**src/rtl/sobel_edge_contour.sv**
```systemverilog
// sobel_edge_contour: 3x3 Sobel gradient magnitude with threshold over a raster pixel stream.
// Define SOBEL_BINARY_EN to get a binary (00/FF) thresholded output instead of saturated magnitude.
module sobel_edge_contour #(
    parameter int unsigned IMG_WIDTH  = 10,
    parameter int unsigned IMG_HEIGHT = 10,
    parameter int unsigned THRESH     = 64
) (
    input  logic       clk,
    input  logic       rst_n,
    input  logic       in_valid,
    output logic       in_ready,
    input  logic       in_sof,
    input  logic [7:0] in_pixel,
    output logic       out_valid,
    input  logic       out_ready,
    output logic [7:0] out_pixel,
    output logic       out_sof,
    output logic       out_eof
);
    localparam int unsigned CW   = $clog2(IMG_WIDTH);
    localparam int unsigned RW   = $clog2(IMG_HEIGHT);
    localparam int unsigned NPIX = IMG_WIDTH * IMG_HEIGHT;
    localparam int unsigned OW   = $clog2(NPIX + 1);
    localparam int unsigned MW   = 11;

    typedef enum logic [1:0] {
        ST_IDLE,
        ST_RUN,
        ST_FLUSH
    } state_t;

    state_t              r_state;
    state_t              w_state_nxt;

    logic [CW-1:0]       r_col;
    logic [RW-1:0]       r_row;
    logic [OW-1:0]       r_ocnt;

    logic [7:0]          r_lb0 [IMG_WIDTH];
    logic [7:0]          r_lb1 [IMG_WIDTH];
    logic [2:0][7:0]     r_wa;
    logic [2:0][7:0]     r_wb;
    logic [2:0][7:0]     w_col_new;

    logic [CW-1:0]       w_col;
    logic                w_acc;
    logic                w_start;
    logic                w_take;
    logic                w_emit;
    logic                w_flush_emit;
    logic                w_last;
    logic                w_has_out;
    logic                w_interior;

    logic [9:0]          w_sx_p;
    logic [9:0]          w_sx_n;
    logic [9:0]          w_sy_p;
    logic [9:0]          w_sy_n;
    logic [MW-1:0]       w_gx;
    logic [MW-1:0]       w_gy;
    logic [MW-1:0]       w_abs_gx;
    logic [MW-1:0]       w_abs_gy;
    logic [MW-1:0]       w_mag;
    logic [7:0]          w_res;

    function automatic logic [9:0] wsum(input logic [7:0] a, input logic [7:0] b,
                                        input logic [7:0] c);
        return 10'(a) + 10'({b, 1'b0}) + 10'(c);
    endfunction

    // A start-of-frame beat is always pixel (0,0), whatever the counters hold.
    assign w_col      = in_sof ? '0 : r_col;
    assign w_last     = (r_row == RW'(IMG_HEIGHT - 1)) && (r_col == CW'(IMG_WIDTH - 1));
    assign w_has_out  = (r_row != '0) && !((r_row == RW'(1)) && (r_col == '0));
    assign w_interior = (r_row >= RW'(2)) && (r_col >= CW'(2));

    // Window column entering from the right: [0]=row-2, [1]=row-1, [2]=live pixel.
    assign w_col_new  = {in_pixel, r_lb0[w_col], r_lb1[w_col]};

    always_ff @(posedge clk or negedge rst_n) begin
        if (!rst_n) begin
            r_state <= ST_IDLE;
        end else begin
            r_state <= w_state_nxt;
        end
    end

    always_comb begin
        w_state_nxt  = r_state;
        in_ready     = (r_state != ST_FLUSH) && (!out_valid || out_ready);
        w_acc        = in_valid && in_ready;
        w_start      = 1'b0;
        w_take       = 1'b0;
        w_emit       = 1'b0;
        w_flush_emit = 1'b0;
        case (r_state)
            ST_IDLE: begin
                if (w_acc && in_sof) begin
                    w_start     = 1'b1;
                    w_take      = 1'b1;
                    w_state_nxt = ST_RUN;
                end
            end
            ST_RUN: begin
                if (w_acc) begin
                    w_take  = 1'b1;
                    w_start = in_sof;
                    w_emit  = !in_sof && w_has_out;
                    if (!in_sof && w_last) begin
                        w_state_nxt = ST_FLUSH;
                    end
                end
            end
            ST_FLUSH: begin
                w_flush_emit = (r_ocnt != OW'(NPIX)) && (!out_valid || out_ready);
                if (out_valid && out_ready && out_eof) begin
                    w_state_nxt = ST_IDLE;
                end
            end
            default: begin
                w_state_nxt = ST_IDLE;
            end
        endcase
    end

    // Raster position of the next expected beat and running output index.
    always_ff @(posedge clk or negedge rst_n) begin
        if (!rst_n) begin
            r_row  <= '0;
            r_col  <= '0;
            r_ocnt <= '0;
        end else if (w_start) begin
            r_row  <= '0;
            r_col  <= CW'(1);
            r_ocnt <= '0;
        end else begin
            if (w_take) begin
                if (r_col == CW'(IMG_WIDTH - 1)) begin
                    r_col <= '0;
                    r_row <= w_last ? '0 : r_row + RW'(1);
                end else begin
                    r_col <= r_col + CW'(1);
                end
            end
            if (w_emit || w_flush_emit) begin
                r_ocnt <= r_ocnt + OW'(1);
            end
        end
    end

    // Line buffers and window are not reset; only interior outputs ever read them.
    always_ff @(posedge clk) begin
        if (w_take) begin
            r_lb1[w_col] <= r_lb0[w_col];
            r_lb0[w_col] <= in_pixel;
            r_wa         <= r_wb;
            r_wb         <= w_col_new;
        end
    end

    always_comb begin
        w_sx_p   = wsum(w_col_new[0], w_col_new[1], w_col_new[2]);
        w_sx_n   = wsum(r_wa[0], r_wa[1], r_wa[2]);
        w_sy_p   = wsum(r_wa[2], r_wb[2], w_col_new[2]);
        w_sy_n   = wsum(r_wa[0], r_wb[0], w_col_new[0]);
        w_gx     = MW'(w_sx_p) - MW'(w_sx_n);
        w_gy     = MW'(w_sy_p) - MW'(w_sy_n);
        w_abs_gx = w_gx[MW-1] ? (~w_gx + MW'(1)) : w_gx;
        w_abs_gy = w_gy[MW-1] ? (~w_gy + MW'(1)) : w_gy;
        w_mag    = w_abs_gx + w_abs_gy;
    end

    always_comb begin
        w_res = 8'h00;
        if (w_interior && (w_mag >= MW'(THRESH))) begin
`ifdef SOBEL_BINARY_EN
            w_res = 8'hFF;
`else
            w_res = (w_mag > MW'(255)) ? 8'hFF : w_mag[7:0];
`endif
        end
    end

    // Output register: load a new result, or drop valid once the held one has transferred.
    always_ff @(posedge clk or negedge rst_n) begin
        if (!rst_n) begin
            out_valid <= 1'b0;
            out_pixel <= 8'h00;
            out_sof   <= 1'b0;
            out_eof   <= 1'b0;
        end else if (w_emit || w_flush_emit) begin
            out_valid <= 1'b1;
            out_pixel <= w_emit ? w_res : 8'h00;
            out_sof   <= (r_ocnt == '0);
            out_eof   <= (r_ocnt == OW'(NPIX - 1));
        end else if (out_ready) begin
            out_valid <= 1'b0;
            out_sof   <= 1'b0;
            out_eof   <= 1'b0;
        end
    end

endmodule

```
**config.mk**
```make
export PLATFORM = sky130hd
export DESIGN_NAME = sobel_edge_contour
export DESIGN_NICKNAME = d
export VERILOG_FILES = /design/src/rtl/sobel_edge_contour.sv
export SDC_FILE = /design/constraint.sdc
export NUM_CORES = 1
export LEC_CHECK = 0
export CORE_MARGIN = 10
export CORE_UTILIZATION = 27
export DETAILED_ROUTE_END_ITERATION = 7
export MAX_ROUTING_LAYER = met4
export PLACE_DENSITY = 0.39
export SYNTH_ARGS = -nofsm -noshare
export SYNTH_HDL_FRONTEND = slang
export SYNTH_SLANG_ARGS = --single-unit
```
**constraint.sdc**
```tcl
create_clock -name clk -period 11.6 [get_ports clk]
set_input_delay 3.48 -clock clk [delete_from_list [all_inputs] [get_ports clk]]
set_output_delay 3.48 -clock clk [all_outputs]
set_load 0.01 [all_outputs]
```
==> results of run 1 <==
==> cell families (layout without fill, tap and decap cells) <==
group           count (synthesis)  count (layout)  share of synthesized area [%]
compound gates                192             192                           10.6
xor+xnor                       33              33                           2.35
fa+ha+maj                     105             105                           14.2
buf+inv                       146             227                           4.38
flops                         236             236                           55.1
mux                            52              52                           4.69
simple gates                  223             223                           8.74
==> cells in the mapped netlist (all sizes together) (9+ instances only) <==
library cell / count
o21ai: 35
nand2b: 10
mux2i: 34
nor2: 91
ha: 42
clkbuf: 22
nor3: 15
a211oi: 11
and3: 12
o221ai: 19
a21oi: 50
mux2: 14
o22ai: 15
xnor2: 20
fa: 63
o21a: 9
inv: 116
edfxtp: 208
xor2: 13
dfrtp: 28
nand2: 46
==> worst reg2reg max path, delay by kind of cell, from the launching register on <==
| kind | cells | cell delay (ps) |
|---|---|---|
| and+or+nand+nor | 7 | 1800 |
| buffers and inverters | 4 | 980 |
| AOI/OAI and AO/OA | 10 | 2270 |
| muxes | 1 | 320 |
| adders and majority gates | 5 | 2450 |
| DFF | 1 | 360 |
==> sequential cells by signal, summed over array words and instances (netlist names) <==
register,cells
out_eof,1
out_pixel,8
out_sof,1
out_valid,1
r_col,4
r_lb0,80
r_lb1,80
r_ocnt,7
r_row,4
r_state,2
r_wa,24
r_wb,24
==> layer usage <==
| metal | vias up | wire length (um) | share of wire (%) | global-route usage [%] |
|---|---|---|---|---|
| met4 | 0 | 592 | 1.9 | 2.58 |
| met3 | 42 | 979 | 3.1 | 1.95 |
| met1 | 3844 | 14900 | 47 | 15.0 |
| met2 | 89 | 15300 | 48 | 18.9 |
| met5 | - | 0 | 0 | - |
| li1 | 3693 | - | - | - |
==> final timing paths <==
check	from	to	cells after the start
setup / recovery	in_sof	out_pixel[5]	26
hold / removal	r_wb[12]	r_wa[12]	0
setup reg to reg	r_col[0]	out_pixel[5]	27
hold reg to reg	r_wb[12]	r_wa[12]	0
max in group asynchronous	rst_n	r_row[3]	2
min in group asynchronous	rst_n	r_col[2]	2
==> cell usage in the layout (no fill, tap or decap), types with 12 or more instances in the layout <==
| master | count |
|---|---|
| sky130_fd_sc_hd__inv_1 | 115 |
| sky130_fd_sc_hd__fa_1 | 63 |
| sky130_fd_sc_hd__and3_1 | 12 |
| sky130_fd_sc_hd__buf_4 | 35 |
| sky130_fd_sc_hd__nand2_1 | 45 |
| sky130_fd_sc_hd__edfxtp_1 | 208 |
| sky130_fd_sc_hd__nor2_1 | 85 |
| sky130_fd_sc_hd__mux2i_1 | 34 |
| sky130_fd_sc_hd__mux2_2 | 13 |
| sky130_fd_sc_hd__dfrtp_1 | 26 |
| sky130_fd_sc_hd__clkdlybuf4s50_1 | 24 |
| sky130_fd_sc_hd__o22ai_1 | 15 |
| sky130_fd_sc_hd__xnor2_1 | 19 |
| sky130_fd_sc_hd__clkbuf_16 | 28 |
| sky130_fd_sc_hd__nor3_1 | 13 |
| sky130_fd_sc_hd__o21ai_0 | 31 |
| sky130_fd_sc_hd__o221ai_1 | 19 |
| sky130_fd_sc_hd__xor2_1 | 13 |
| sky130_fd_sc_hd__ha_1 | 42 |
| sky130_fd_sc_hd__a21oi_1 | 50 |
==> layout make-up <==
cell class	count	area [um2]	share of cell area, %
clock buffer	30	708	4.80
tap	607	759	5.14
inverter	116	435	2.95
multi-input combinational	605	5140	34.8
clock inverter	22	268	1.81
timing repair buffer	59	503	3.41
sequential	236	6950	47.1
==> stage by stage <==
step,instances,util (%),cell area (um2),setup slack (ps),hold WS [ps]
6_report,1675,31.9,14800,775,419
5_1_grt,1675,31.9,14800,68.0,433
2_1_floorplan,987,-,12600,1210,400
3_3_place_gp,1623,29.7,13800,202,401
4_1_cts,1675,31.9,14800,734,419
3_5_place_dp,1623,29.7,13800,166,405
==> flow_summary.rst, run 1 <==
.. list-table::
   :header-rows: 1

   * - Metric
     - Value
   * - Nets in the synthesized netlist
     - about 1,100
   * - Count of cell types in the netlist
     - 71
   * - Sequential share of the synthesized area
     - a little under three fifths
   * - Die area
     - 0.0557 mm2
   * - Post-layout min period
     - between 10,000 and 15,000 ps
   * - Drt via density
     - 4.58
   * - Number of buffers inserted for hold repair after clock tree synthesis
     - 0
   * - Number of antenna violations at the first check in global routing
     - 1
   * - Cell family with the largest share of critical-path delay
     - adder cells
   * - CTS tree
     - built
   * - Chip width
     - 236 um
   * - Std cell rows
     - 79
   * - Path type of the worst min-delay path
     - reg -> reg
   * - Clock Skews
     - about 44 ps
   * - Port-buffer cells
     - 24
   * - Endpoint arrival time on the critical path
     - between 10,000 and 15,000 ps
   * - Synth top area cells
     - sky130_fd_sc_hd__edfxtp_1, sky130_fd_sc_hd__fa_1, sky130_fd_sc_hd__dfrtp_1
   * - Total standard cell area after synthesis
     - 0.0126 mm2
   * - Num Clock Sinks
     - ~240
   * - GRT Overall Usage
     - 11.6%
   * - Global route overflow
     - 0
   * - Run status
     - completed
   * - Synth async-reset ratio
     - about an eighth
   * - Number of H-tree branching levels
     - 1
   * - Placer's final routability congestion estimate
     - between 0.7 and 0.8
   * - Unrepaired setup endpoints after global routing
     - false
   * - Seq cells post-synth
     - 236
   * - Number of primary I/O pins
     - 25
   * - Residual DRC
     - 0
   * - Clock root buffer master
     - sky130_fd_sc_hd__clkbuf_16
   * - Buffer count from post-CTS setup fixing
     - 0
   * - Number of synthesized flops with an enable pin
     - 208
   * - Number of inserted filler cells in the final layout
     - roughly 4,700
   * - Max clock buf depth
     - 3
   * - Maximum number of pins on one net before global-route repair
     - 49
   * - Number of max-slew violations in the final report
     - 0
   * - Resize count post-CTS
     - 0
   * - Number of buffers created by CTS
     - 28
   * - Critical Path RT
     - 12,030 ps
   * - Portion of synthesized cell area occupied by the leading cell type
     - between 40 and 50%
   * - Vias
     - 7,668
   * - Slack of the worst reg-to-reg path
     - 3280 ps
   * - Share of final-layout standard cells stronger than drive strength 1
     - ~12%
   * - Placeable core area
     - 0.0464 mm2
   * - Average detailed-routed wire length per instance
     - roughly 19 um
   * - Cell seen most often among critical-path stages
     - sky130_fd_sc_hd__fa_1
   * - Critical path start-end classification
     - in -> reg
   * - Number of cells produced by synthesis
     - 987
   * - F_max
     - roughly 0.092 GHz
   * - Tightest Pin Transition
     - ~1200 ps
   * - Maximum fanout encountered on the critical timing path
     - 30
   * - Starting utilization of the core area
     - 27.2%
   * - Total negative setup slack
     - 0 ps
   * - Net count, final
     - between 1,000 and 1,500
   * - Yosys warning total
     - 0
   * - Crit share post-route
     - 93.3%
   * - Antenna Cells
     - 0
   * - Half-perimeter wire length of the detailed placement result
     - approximately 22 mm
   * - Max-cap violations
     - 0
   * - Drt total wl
     - between 30 and 40 mm
   * - Startpoint kind of the worst setup timing path
     - input pin
   * - Crit path buffers/inverters
     - 5
   * - Max-slew headroom
     - between 20% and 30%
   * - Setup-failing EPs final
     - 0
   * - Y dimension of the die
     - 236 um
   * - Highest-delay cell along the critical path
     - sky130_fd_sc_hd__clkdlybuf4s50_1
   * - Growth of design area from synthesis to finish
     - 17.1%
   * - Worst skew pair latency
     - about 600 ps
   * - Wire length of the first global-routing pass
     - just under 50 mm
   * - Initial DRT Pass Iterations
     - 4
   * - Kind of capture point of the worst setup path
     - flop
   * - Initial DRC count
     - ~490
   * - Routed Antenna Nets
     - 0
   * - Max incr delay on CP
     - approximately 630 ps
   * - Final hold viol count
     - 0
   * - Clock-pin slew on the worst setup and hold paths
     - 60 ps
   * - Average cell area after synthesis
     - 12.8 um2
   * - Largest area contributor in the netlist
     - sky130_fd_sc_hd__edfxtp_1
   * - Flip-flop cell with the highest count after synthesis
     - sky130_fd_sc_hd__edfxtp_1
   * - Vias in the first global route
     - about 8,000
Power of run 1 is left out: the tool's default activity adds up to more than one toggle a clock period on the data nets, which glitch-free logic cannot reach.
==> run 2: changes to the inputs <==
REMOVE_ABC_BUFFERS = 1   (was not set)
==> run 2 against run 1 <==
Effect of this change:
- flip-flop and latch count stayed put
- setup slack better by 42 ps
- core utilization is 0.21 points lower
- fmax grew 0.39%
- via count rose by 0.17%
- critical path depth grew 1
- non-clock buffer count is 1 higher
- critical endpoint is now out_pixel[2]
- largest cell class unchanged
- highest routed layer unchanged
==> flow_summary.rst, run 2 (synthesized netlist as in run 1, its figures left out) <==
.. list-table::
   :header-rows: 1

   * - Metric
     - Value
   * - Run status
     - completed (unchanged)
   * - Final std cells w/o fill
     - 1,678 (was 1,675)
   * - Initial DRC count
     - 456 (was 487)
   * - Path type of the worst min-delay path
     - reg -> reg (unchanged)
   * - Std cell rows
     - 79 (unchanged)
   * - Tightest Pin Transition
     - 1180 ps (was 1170 ps)
   * - Antenna Cells
     - 0 (unchanged)
   * - Vias in the first global route
     - 8,044 (was 7,980)
   * - Placeable core area
     - 0.0464 mm2 (unchanged)
   * - CTS tree
     - built (unchanged)
   * - Drt total wl
     - 32.0 mm (was 31.7 mm)
   * - Maximum number of pins on one net before global-route repair
     - 50 (was 49)
   * - Number of primary I/O pins
     - 25 (unchanged)
   * - Setup-failing EPs final
     - 0 (unchanged)
   * - Post-layout min period
     - 10,780 ps (was 10,820 ps)
   * - Commonest non-fill, non-tap cell in the layout
     - sky130_fd_sc_hd__edfxtp_1 (unchanged)
   * - Max-cap violations
     - 0 (unchanged)
   * - Registers with the most flip-flops
     - r_lb0 (80), r_lb1 (80) (unchanged)
   * - Port-buffer cells
     - 24 (unchanged)
   * - Placer's final routability congestion estimate
     - 0.772 (was 0.753)
   * - Max clock buf depth
     - 3 (unchanged)
   * - Startpoint kind of the worst setup timing path
     - input pin (unchanged)
   * - Number of H-tree branching levels
     - 1 (unchanged)
   * - Endpoint arrival time on the critical path
     - 11,240 ps (was 11,250 ps)
   * - Average detailed-routed wire length per instance
     - 19.1 um (was 18.9 um)
   * - Net count, final
     - 1,166 (was 1,164)
   * - Global route overflow
     - 0 (unchanged)
   * - Share of final-layout standard cells stronger than drive strength 1
     - 12.2% (was 12.5%)
   * - F_max
     - 0.0927 GHz (was 0.0924 GHz)
   * - Half-perimeter wire length of the detailed placement result
     - 22.8 mm (was 22.5 mm)
   * - Max-slew headroom
     - 20.9% (was 21.4%)
   * - Starting utilization of the core area
     - 27.2% (unchanged)
   * - Kind of capture point of the worst setup path
     - flop (unchanged)
   * - Final Cell Area
     - 0.0147 mm2 (was 0.0148 mm2)
   * - Die area
     - 0.0557 mm2 (unchanged)
   * - Number of max-slew violations in the final report
     - 0 (unchanged)
   * - Routed Antenna Nets
     - 0 (unchanged)
   * - Growth of design area from synthesis to finish
     - 16.3% (was 17.1%)
   * - Number of antenna violations at the first check in global routing
     - 1 (unchanged)
   * - Y dimension of the die
     - 236 um (unchanged)
   * - Worst skew pair latency
     - 580 ps (was 590 ps)
   * - Initial DRT Pass Iterations
     - 5 (was 4)
   * - Clock root buffer master
     - sky130_fd_sc_hd__clkbuf_16 (unchanged)
   * - Number of buffers inserted for hold repair after clock tree synthesis
     - 0 (unchanged)
   * - Inst Count DP
     - 1,624 (was 1,623)
   * - Most frequent cells in the layout
     - sky130_fd_sc_hd__edfxtp_1, sky130_fd_sc_hd__inv_1, sky130_fd_sc_hd__nor2_1 (unchanged)
   * - Clock Skews
     - 21.8 ps (was 43.8 ps)
   * - Maximum fanout encountered on the critical timing path
     - 7 (was 30)
   * - Drt via density
     - 4.58 (about the same)
   * - Instance area after placement
     - 0.0138 mm2 (about the same)
   * - Buffer count from post-CTS setup fixing
     - 0 (unchanged)
   * - Unrepaired setup endpoints after global routing
     - false (unchanged)
   * - Vias
     - 7,681 (was 7,668)
   * - Critical path start-end classification
     - in -> reg (unchanged)
   * - Critical Path RT
     - 12,060 ps (was 12,030 ps)
   * - Number of buffers created by CTS
     - 29 (was 28)
   * - GRT Overall Usage
     - 11.6% (about the same)
   * - Clock-pin slew on the worst setup and hold paths
     - 60 ps (about the same)
   * - Chip width
     - 236 um (unchanged)
   * - Final hold viol count
     - 0 (unchanged)
   * - Resize count post-CTS
     - 0 (unchanged)
   * - Num Clock Sinks
     - 236 (unchanged)
   * - Residual DRC
     - 0 (unchanged)
   * - Total negative setup slack
     - 0 ps (unchanged)
   * - Wire length of the first global-routing pass
     - 49.5 mm (was 49.2 mm)
   * - Crit share post-route
     - 93.0% (was 93.3%)
run 2: cell count changes in the layout (fill, tap and decap cells not counted), sizes merged:
cell	before	now
clkinv	13	17
clkinvlp	1	0
bufinv	5	0
clkbuf	30	34
buf	35	36
run 2: final timing paths:
check,startpoint,endpoint,slack (ps),depth (start not counted)
worst max register to register,r_col[0],out_pixel[2],2970,25
worst min-delay path,r_wb[10],r_wa[10],420,0
worst min register to register,r_wb[10],r_wa[10],420,0
min in group asynchronous,rst_n,out_eof,3290,2
max in group asynchronous,rst_n,r_col[0],8010,2
worst max-delay path,in_sof,out_pixel[2],820,27
run 2: per-layer routing:
layer	wire length, um	global-route usage [%]	up-vias
met5	0	-	-
met4	503	2.33	0
met3	997	1.79	38
met2	15300	19.2	83
met1	15100	14.8	3863
li1	-	-	3697
run 2: critical path, cell delays in order:
cell	delay, ps
sky130_fd_sc_hd__clkdlybuf4s50_1	590
sky130_fd_sc_hd__inv_1	90
sky130_fd_sc_hd__nand2_1	230
sky130_fd_sc_hd__o22ai_1	130
sky130_fd_sc_hd__o21ai_0	160
sky130_fd_sc_hd__mux2i_1	90
sky130_fd_sc_hd__nand2_1	90
sky130_fd_sc_hd__o21ai_0	110
sky130_fd_sc_hd__o21ai_0	400
sky130_fd_sc_hd__fa_1	530
sky130_fd_sc_hd__fa_1	530
sky130_fd_sc_hd__fa_1	550
sky130_fd_sc_hd__inv_1	40
sky130_fd_sc_hd__ha_1	360
sky130_fd_sc_hd__nand4_1	140
sky130_fd_sc_hd__and3_1	210
sky130_fd_sc_hd__o31ai_1	700
sky130_fd_sc_hd__mux2_2	470
sky130_fd_sc_hd__fa_1	430
sky130_fd_sc_hd__a21oi_1	200
sky130_fd_sc_hd__o21ai_1	120
sky130_fd_sc_hd__a2111oi_2	340
sky130_fd_sc_hd__nor2_1	150
sky130_fd_sc_hd__a2111oi_2	400
sky130_fd_sc_hd__a311oi_1	90
sky130_fd_sc_hd__mux2_4	320
sky130_fd_sc_hd__a221o_1	270
run 2: final cells by class:
class,count,area [um2]
Fill cell,4632,31700
Sequential cell,236,6950
Multi-Input combinational cell,605,5140
Tap cell,607,759
Clock buffer,34,744
Timing Repair Buffer,60,523
Inverter,116,435
Clock inverter,20,115
run 2: through the flow:
step	hold slack [ps]	setup WS, ps	utilization, %
2_1_floorplan	400	1370	-
3_3_place_gp	401	245	29.8
3_5_place_dp	406	153	29.8
4_1_cts	421	761	31.6
5_1_grt	418	119	31.6
6_report	417	817	31.6
Power of run 2 is left out for the same reason.
==> run 3: changes to the inputs <==
PLACE_DENSITY = not set   (was 0.39)
PLACE_DENSITY_LB_ADDON = 0.25   (was not set)
RECOVER_POWER = 100   (was not set)
==> run 3 against run 2 <==
Effect of this change:
- the run now ends with max-capacitance violations, max-slew violations left
- die area stayed put
- hold slack gained 1.7 ps
- routed wire length shrank 10%
==> flow_summary.rst, run 3 (synthesized netlist as in run 1, its figures left out) <==
.. list-table::
   :header-rows: 1

   * - Metric
     - Value
   * - Y dimension of the die
     - 236 um (unchanged)
   * - Clock Skews
     - 9.64 ps (was 21.8 ps)
   * - Number of inserted filler cells in the final layout
     - 4,605 (was 4,632)
   * - Kind of capture point of the worst setup path
     - flop (unchanged)
   * - Area of the multi-input gates
     - 0.00511 mm2 (was 0.00514 mm2)
   * - Initial DRC count
     - 531 (was 456)
   * - Number of antenna violations at the first check in global routing
     - 0 (was 1)
   * - Growth of design area from synthesis to finish
     - 14.5% (was 16.3%)
   * - CP Capture Point
     - out_pixel[1] (was out_pixel[2])
   * - Critical path launch point
     - in_sof (unchanged)
   * - Num Clock Sinks
     - 236 (unchanged)
   * - F_max
     - 0.0940 GHz (was 0.0927 GHz)
   * - Crit share post-route
     - 91.7% (was 93.0%)
   * - Average detailed-routed wire length per instance
     - 17.3 um (was 19.1 um)
   * - Setup-failing EPs final
     - 0 (unchanged)
   * - R2R depth
     - 26 (was 25)
   * - Max clock buf depth
     - 3 (unchanged)
   * - Total negative setup slack
     - 0 ps (unchanged)
   * - Final hold viol count
     - 0 (unchanged)
   * - Vias in the first global route
     - 7,851 (was 8,044)
   * - Violated checks
     - max-capacitance violations, max-slew violations
   * - Antenna Cells
     - 0 (unchanged)
   * - Register cell area after layout
     - 0.00695 mm2 (unchanged)
   * - Unrepaired setup endpoints after global routing
     - false (unchanged)
   * - Maximum fanout encountered on the critical timing path
     - 11 (was 7)
   * - Number of buffers created by CTS
     - 27 (was 29)
   * - Drt via density
     - 4.58 (about the same)
   * - Share of final-layout standard cells stronger than drive strength 1
     - 8.41% (was 12.2%)
   * - CTS tree
     - built (unchanged)
   * - Max-cap violations
     - 5 (was 0)
   * - Placeable core area
     - 0.0464 mm2 (unchanged)
   * - Std cell rows
     - 79 (unchanged)
   * - Number of buffers inserted for hold repair after clock tree synthesis
     - 0 (unchanged)
   * - Uppermost signal routing layer after detailed routing
     - met4 (unchanged)
   * - Initial DRT Pass Iterations
     - 5 (unchanged)
   * - Die area
     - 0.0557 mm2 (unchanged)
   * - Registers with the most flip-flops
     - r_lb0 (80), r_lb1 (80) (unchanged)
   * - Worst skew pair latency
     - 570 ps (was 580 ps)
   * - Commonest non-fill, non-tap cell in the layout
     - sky130_fd_sc_hd__edfxtp_1 (unchanged)
   * - Residual DRC
     - 0 (unchanged)
   * - Vias
     - 7,625 (was 7,681)
   * - Clock-pin slew on the worst setup and hold paths
     - 60 ps (about the same)
   * - Post-layout min period
     - 10,640 ps (was 10,780 ps)
   * - Number of max-slew violations in the final report
     - 130 (was 0)
   * - Critical path start-end classification
     - in -> reg (unchanged)
   * - Maximum number of pins on one net before global-route repair
     - 50 (unchanged)
   * - Buffer count from post-CTS setup fixing
     - 0 (unchanged)
   * - Endpoint arrival time on the critical path
     - 11,090 ps (was 11,240 ps)
   * - Path type of the worst min-delay path
     - reg -> reg (unchanged)
   * - Drt total wl
     - 28.8 mm (was 32.0 mm)
   * - Metal1 wirelength
     - 13.8 mm (was 15.1 mm)
   * - Starting utilization of the core area
     - 27.2% (unchanged)
   * - Number of H-tree branching levels
     - 1 (unchanged)
   * - Half-perimeter wire length of the detailed placement result
     - 20.3 mm (was 22.8 mm)
   * - Max-slew headroom
     - -83.4% (was 20.9%)
   * - Clock root buffer master
     - sky130_fd_sc_hd__clkbuf_16 (unchanged)
   * - Met2 wire length
     - 13.5 mm (was 15.3 mm)
   * - Run status
     - complete, but fails checks (was completed)
   * - GRT Overall Usage
     - 10.6% (was 11.6%)
   * - Number of primary I/O pins
     - 25 (unchanged)
   * - Wire length on met3
     - 930 um (was 997 um)
   * - Most frequent cells in the layout
     - sky130_fd_sc_hd__edfxtp_1, sky130_fd_sc_hd__inv_1, sky130_fd_sc_hd__nor2_1 (unchanged)
   * - Critical Path RT
     - 12,040 ps (was 12,060 ps)
   * - Startpoint kind of the worst setup timing path
     - input pin (unchanged)
   * - Net count, final
     - 1,156 (was 1,166)
   * - Routed Antenna Nets
     - 0 (unchanged)
   * - Resize count post-CTS
     - 0 (unchanged)
   * - Slack of the worst reg-to-reg path
     - 3310 ps (was 2970 ps)
   * - Global route overflow
     - 0 (unchanged)
   * - Worst R2R Start
     - r_col[0] (unchanged)
   * - Port-buffer cells
     - 24 (unchanged)
   * - Tightest Pin Transition
     - 2750 ps (was 1180 ps)
   * - Chip width
     - 236 um (unchanged)
   * - Wire length of the first global-routing pass
     - 46.2 mm (was 49.5 mm)
   * - Placer's final routability congestion estimate
     - 0.793 (was 0.772)
   * - Worst reg2reg path endpoint
     - out_pixel[1] (was out_pixel[2])
run 3: worst min-delay path by stage:
stage | slack (ps) | end | depth (start not counted) | from
CTS | 420 | r_wa[13] | 0 | r_wb[13]
global placement | 400 | r_wa[10] | 0 | r_wb[10]
floorplan | 400 | r_wa[10] | 0 | r_wb[10]
finish | 420 | r_wa[8] | 0 | r_wb[8]
global route | 420 | r_wa[15] | 0 | r_wb[15]
detailed placement | 400 | r_wa[8] | 0 | r_wb[8]
run 3: worst max-delay path, stage by stage:
cell	delay (ps)
sky130_fd_sc_hd__dlygate4sd3_1	620
sky130_fd_sc_hd__inv_1	100
sky130_fd_sc_hd__buf_4	200
sky130_fd_sc_hd__nand2_1	90
sky130_fd_sc_hd__nor2_1	390
sky130_fd_sc_hd__clkbuf_1	340
sky130_fd_sc_hd__o221ai_1	190
sky130_fd_sc_hd__and3_1	240
sky130_fd_sc_hd__fa_1	550
sky130_fd_sc_hd__fa_1	460
sky130_fd_sc_hd__fa_1	560
sky130_fd_sc_hd__inv_1	50
sky130_fd_sc_hd__ha_1	380
sky130_fd_sc_hd__a21o_1	140
sky130_fd_sc_hd__nand2_1	70
sky130_fd_sc_hd__and3_1	200
sky130_fd_sc_hd__o31a_1	360
sky130_fd_sc_hd__nand2_1	90
sky130_fd_sc_hd__o21ai_0	150
sky130_fd_sc_hd__fa_1	490
sky130_fd_sc_hd__a21oi_1	190
sky130_fd_sc_hd__o21ai_0	150
sky130_fd_sc_hd__a2111oi_2	360
sky130_fd_sc_hd__nor2_1	150
sky130_fd_sc_hd__a2111oi_2	400
sky130_fd_sc_hd__a311oi_1	90
sky130_fd_sc_hd__mux2_4	320
sky130_fd_sc_hd__a221o_1	270
run 3: metrics by stage:
step	cell area, um2	utilization (%)	hold slack, ps	instances	setup slack (ps)
2_1_floorplan	12500	-	400	957	1370
3_3_place_gp	13700	29.6	400	1616	705
3_5_place_dp	13700	29.6	405	1616	627
4_1_cts	14500	31.3	415	1665	1220
5_1_grt	14400	31.1	423	1665	356
6_report	14400	31.1	418	1665	958
run 3: final cells by class:
class                      instances  area share, %
clock inverter                    12          0.511
clock buffer                      37           4.94
sequential                       236           48.1
tap                              607           5.26
multi-input combinational        605           35.4
timing repair buffer              52           2.70
inverter                         116           3.02
run 3: layer usage:
metal / vias to the layer above / global-route usage [%]
met2: 107 / 16.8
li1: 3677 / -
met4: 0 / 2.56
met3: 51 / 1.74
met1: 3790 / 13.9
met5: - / -
Power of run 3 is left out for the same reason.
